File: config.mk
export PLATFORM = sky130hd
export DESIGN_NAME = fetch_unit
export DESIGN_NICKNAME = d
export VERILOG_FILES = /design/src/rtl/fetch_unit.sv
export SDC_FILE = /design/constraint.sdc
export NUM_CORES = 1
export LEC_CHECK = 0
export CORE_ASPECT_RATIO = 1.2
export CORE_UTILIZATION = 45
export CTS_BUF_LIST = sky130_fd_sc_hd__clkbuf_4 sky130_fd_sc_hd__clkbuf_8
export CTS_CLUSTER_DIAMETER = 150
export CTS_CLUSTER_SIZE = 28
export DETAILED_ROUTE_END_ITERATION = 16
export HOLD_SLACK_MARGIN = 0.12
export PLACE_DENSITY = 0.95
export SLEW_MARGIN = 20
export SYNTH_ARGS = -nofsm -noshare
export SYNTH_HDL_FRONTEND = slang
export SYNTH_SLANG_ARGS = --single-unit
File: constraint.sdc
create_clock -name clk -period 4.5 [get_ports clk]
set_input_delay 0.675 -clock clk [delete_from_list [all_inputs] [get_ports clk]]
set_output_delay 0.675 -clock clk [all_outputs]
set_load 0.01 [all_outputs]
File: src/rtl/fetch_unit.sv
// Program counter and fetch stage feeding the instruction memory and decode.
// Optional FETCH_COUNT_EN builds a delivered-instruction counter on fetch_count.
module fetch_unit #(
    parameter int unsigned MEM_DEPTH = 12,
    parameter int unsigned RESET_PC  = 0
) (
    input  logic        clk,
    input  logic        rst,
    input  logic        stall,
    input  logic        branch_taken,
    input  logic [15:0] branch_target,
    input  logic        jump,
    input  logic [15:0] jump_target,
    output logic [15:0] imem_addr,
    input  logic [31:0] imem_data,
    output logic [31:0] instr,
    output logic [15:0] instr_pc,
    output logic        instr_valid,
    output logic        addr_err,
    output logic [15:0] fetch_count
);

    localparam int unsigned AW = 16;
    localparam int unsigned DW = 32;

    localparam logic [1:0] ST_BOOT = 2'd0;
    localparam logic [1:0] ST_RUN  = 2'd1;
    localparam logic [1:0] ST_ERR  = 2'd2;

    localparam logic [AW-1:0] LAST_PC  = AW'(MEM_DEPTH - 1);
    localparam logic [AW-1:0] RST_PC   = AW'(RESET_PC);
    localparam logic [AW:0]   DEPTH_WD = (AW + 1)'(MEM_DEPTH);

    logic [1:0]    state_q, state_d;
    logic [AW-1:0] pc_q, pc_d;
    logic [DW-1:0] instr_q, instr_d;
    logic [AW-1:0] instr_pc_q, instr_pc_d;
    logic          valid_q, valid_d;
    logic          err_q, err_d;

    logic          redirect;
    logic [AW-1:0] target;
    logic          target_ok;

    // Jump has priority; the range check only ever sees the winning target.
    assign redirect  = jump | branch_taken;
    assign target    = jump ? jump_target : branch_target;
    assign target_ok = {1'b0, target} < DEPTH_WD;

    always_ff @(posedge clk) begin
        if (rst) begin
            state_q    <= ST_BOOT;
            pc_q       <= RST_PC;
            instr_q    <= '0;
            instr_pc_q <= '0;
            valid_q    <= 1'b0;
            err_q      <= 1'b0;
        end else begin
            state_q    <= state_d;
            pc_q       <= pc_d;
            instr_q    <= instr_d;
            instr_pc_q <= instr_pc_d;
            valid_q    <= valid_d;
            err_q      <= err_d;
        end
    end

    always_comb begin
        state_d    = state_q;
        pc_d       = pc_q;
        instr_d    = instr_q;
        instr_pc_d = instr_pc_q;
        valid_d    = valid_q;
        err_d      = err_q;
        case (state_q)
            // Memory loads its image on the first edge, so nothing is fetched yet.
            ST_BOOT: state_d = ST_RUN;
            ST_RUN: begin
                if (redirect) begin
                    valid_d = 1'b0;
                    if (target_ok) begin
                        pc_d = target;
                    end else begin
                        state_d = ST_ERR;
                        err_d   = 1'b1;
                        pc_d    = '0;
                    end
                end else if (!stall) begin
                    instr_d    = imem_data;
                    instr_pc_d = pc_q;
                    valid_d    = 1'b1;
                    pc_d       = (pc_q == LAST_PC) ? '0 : pc_q + AW'(1);
                end
            end
            ST_ERR: begin
                pc_d    = '0;
                valid_d = 1'b0;
                err_d   = 1'b1;
            end
            default: state_d = ST_BOOT;
        endcase
    end

`ifdef FETCH_COUNT_EN
    logic          load;
    logic [AW-1:0] count_q;

    assign load = (state_q == ST_RUN) && !redirect && !stall;

    always_ff @(posedge clk) begin
        if (rst) begin
            count_q <= '0;
        end else if (load) begin
            count_q <= count_q + AW'(1);
        end
    end

    assign fetch_count = count_q;
`else
    assign fetch_count = 16'h0000;
`endif

    assign imem_addr   = pc_q;
    assign instr       = instr_q;
    assign instr_pc    = instr_pc_q;
    assign instr_valid = valid_q;
    assign addr_err    = err_q;

endmodule
==> results.sh <==
export IMPL_status="completed"
export IMPL_postCtsSetupRepairBufs=0
export IMPL_synthCells=391
export IMPL_relSlewSlack_pct=45.0
export IMPL_grt_usage_pct=22.0
export IMPL_fin_crit_ps=3150
export IMPL_pwr_density_cell_nw_per_um2=301
export IMPL_crit_buf_inv=1
export IMPL_antenna_found_initial=0
export IMPL_layout_drive_gt1_share_pct=4.29
export IMPL_max_freq_ghz=0.318
export IMPL_crit_required_ps=4740
export IMPL_numCtsBuffers=9
export IMPL_async_flop_share_pct=0
export IMPL_power_total_uw=1360
export IMPL_fillCellCount=535
export IMPL_synth_area_leader_cell="dfxtp_1"
export IMPL_endpoint_kind="register"
export IMPL_wire_per_inst_um=13.0
export IMPL_dieWidth_um=76.5
export IMPL_ant_nets=0
export IMPL_synth_edf_count=0
export IMPL_syn_avg_cell_area_um2=7.67
export IMPL_power_leakage_uw=0.00151
export IMPL_core_area_um2=6450
export IMPL_vias=3110
export IMPL_holdPathEnd="instr_pc[5]"
export IMPL_ios=151
export IMPL_setup_total_negative_slack_ps=0
export IMPL_ctsResizeCount=0
export IMPL_path_cells="clkdlybuf4s50_1 -> or2_1 -> or3_4 -> nor2_1 -> o21ai_0 -> a311oi_1"
export IMPL_num_antenna_cells=0
export IMPL_min_from="instr_pc[5]"
export IMPL_maxCapViolations=0
export IMPL_yosysTopAreaCellShare_pct=45.4
export IMPL_path_max_fanout=57
export IMPL_ys_flop_type="dfxtp_1"
export IMPL_cts_hold_fix_buffers=0
export IMPL_worst_slew_pin_transition_ps=820
export IMPL_cts_max_path_buffers=2
export IMPL_rsz0062_at_grt="no"
export IMPL_grt_pass1_wl_um=12400
export IMPL_slew_violations=0
export IMPL_wirelength_um=7770
export IMPL_clkTransAtPathRegs_ps=70
export IMPL_worst_ir_drop_vdd_uv=183
export IMPL_drc=0
export IMPL_post_route_period_util_pct=69.9
export IMPL_crit_slowest_cell="or3_4"
export IMPL_rows=32
export IMPL_yosysUniqueCellTypes=44
export IMPL_vias_per_cell=5.20
export IMPL_gp_congestion=0.907
export IMPL_start_kind="input port"
export IMPL_synth_area_leaders="dfxtp_1 (45%), nand2_1 (14%), a21oi_1 (9.5%)"
export IMPL_clock_latency_ps=330
export IMPL_final_nets=578
export IMPL_drtIter0Drc=172
export IMPL_grt_max_degree=66
export IMPL_slowest_delay_ps=640
export IMPL_initial_core_util_pct=46.5
export IMPL_synth_seq_cells=68
export IMPL_syn_to_final_growth_pct=50.2
export IMPL_htree_levels=3
export IMPL_cts_sinks=68
export IMPL_final_area_um2=4510
export IMPL_skew_ps=8.21
export IMPL_setup_viol=0
export IMPL_r2r_cells=5
export IMPL_yosysWarnings=0
export IMPL_hold_viol=0
export IMPL_cts_tree="yes"
export IMPL_hold_path_class="register to register"
export IMPL_netlist_area_um2=3000
export IMPL_overflow=0
export IMPL_reg2reg_from="state_q[1]"
export IMPL_first_global_vias=2806
export IMPL_first_pass_iters=4
export IMPL_root_buffer="clkbuf_8"
export IMPL_worstPathArrival_ps=3390
export IMPL_port_buffers=134
export IMPL_dieArea_um2=7000
export IMPL_dp_hpwl_um=5530
export IMPL_placed_cell_area_um2=4260
export IMPL_r2r_end="imem_addr[12]"
export IMPL_ys_seq_area_share_pct=45.4
export IMPL_min_path_cells=2
export IMPL_die_y_um=91.5
export IMPL_r2r_slack_ps=2160
export IMPL_crit_family="simple AND/OR/NAND/NOR gates"
export IMPL_critical_path_class="input port to register"
==> per-layer routing <==
| metal | track usage [%] | wire [um] |
|---|---|---|
| met5 | 0 | 0 |
| met4 | 7.37 | 128 |
| met3 | 6.33 | 665 |
| met2 | 40.5 | 4010 |
| met1 | 23.8 | 2970 |
==> worst max path at each step <==
stage                       from  cells after the start            end
global placement            jump                      6  imem_addr[12]
detailed placement          jump                      6  imem_addr[12]
floorplan           branch_taken                      7   imem_addr[7]
global route                jump                      6   imem_addr[5]
CTS                         jump                      6  imem_addr[12]
finish                      jump                      6  imem_addr[12]
==> report_power, final <==
group | switching [uW] | total, uW | internal [uW]
logic | 65.4 | 146 | 80.8
registers | 7.48 | 619 | 612
clock network | 212 | 591 | 379
total | 285 | 1360 | 1070
==> sequential cells by signal (all words and copies together) (netlist names) <==
name / count
imem_addr: 16
instr_pc: 16
instr: 32
state_q: 2
addr_err: 1
instr_valid: 1
==> kinds of logic after synthesis <==
logic type,synth area share (%)
adder cells (fa/ha/maj),0.417
AO/OA/AOI/OAI,18.1
buffers and inverters,8.88
XOR/XNOR,0.584
AND/OR/NAND/NOR,25.8
other,0.125
flip-flops,45.4
multiplexers,0.709
==> worst min-delay path, stage by stage, from the launching register on <==
cell and delay [ps]:
dfxtp_1 310, nand2_1 50, a21oi_1 50
==> Yosys cell counts, drive strengths merged (2+ instances only) <==
| cell type | count |
|---|---|
| clkbuf | 20 |
| buf | 24 |
| xnor2 | 2 |
| a211oi | 3 |
| nand3 | 10 |
| a21oi | 57 |
| o21ai | 13 |
| nand4 | 2 |
| and3 | 2 |
| nor3b | 2 |
| a31oi | 4 |
| a311oi | 7 |
| o31ai | 2 |
| and4 | 3 |
| or3 | 3 |
| nor2 | 12 |
| nor4 | 9 |
| nand2b | 2 |
| inv | 5 |
| nand2 | 113 |
| dfxtp | 68 |
| nor3 | 10 |
==> layout by cell type (no fill, tap or decap), types with 3 or more instances in the layout <==
cell type / synthesis / final
inv_1: 5 / 5
a21oi_1: 57 / 57
a31oi_1: 4 / 4
nand3_1: 10 / 10
nor3_1: 10 / 9
nor4_1: 9 / 9
nand2_1: 113 / 113
dfxtp_1: 68 / 68
a311oi_1: 7 / 7
o21ai_0: 12 / 12
clkdlybuf4s50_1: 0 / 133
conb_1: 1 / 16
bufinv_16: 0 / 3
a211oi_1: 3 / 3
and4_1: 3 / 3
nor2_1: 12 / 12
clkbuf_8: 0 / 9
==> through the flow <==
stage,cells,util (%),setup WS (ps),hold WS (ps)
final,598,69.9,1350,456
after global routing,598,69.9,1160,467
after CTS,598,69.9,1410,456
after detailed placement,582,66.1,1050,442
after global placement,582,66.1,1170,441
after floorplan,406,-,2190,441
==> final cells by class <==
type                    count  area [um2]  share of cell area, %
repair buffers            135        1350                   29.9
inverters                   5        18.8                  0.417
clock buffers              11         139                   3.08
clock inverters             5         100                   2.22
flip-flops and latches     68        1360                   30.2
well taps                  85         106                   2.36
multi-input cells         289        1430                   31.8
Power figures use the tool's default switching activity.
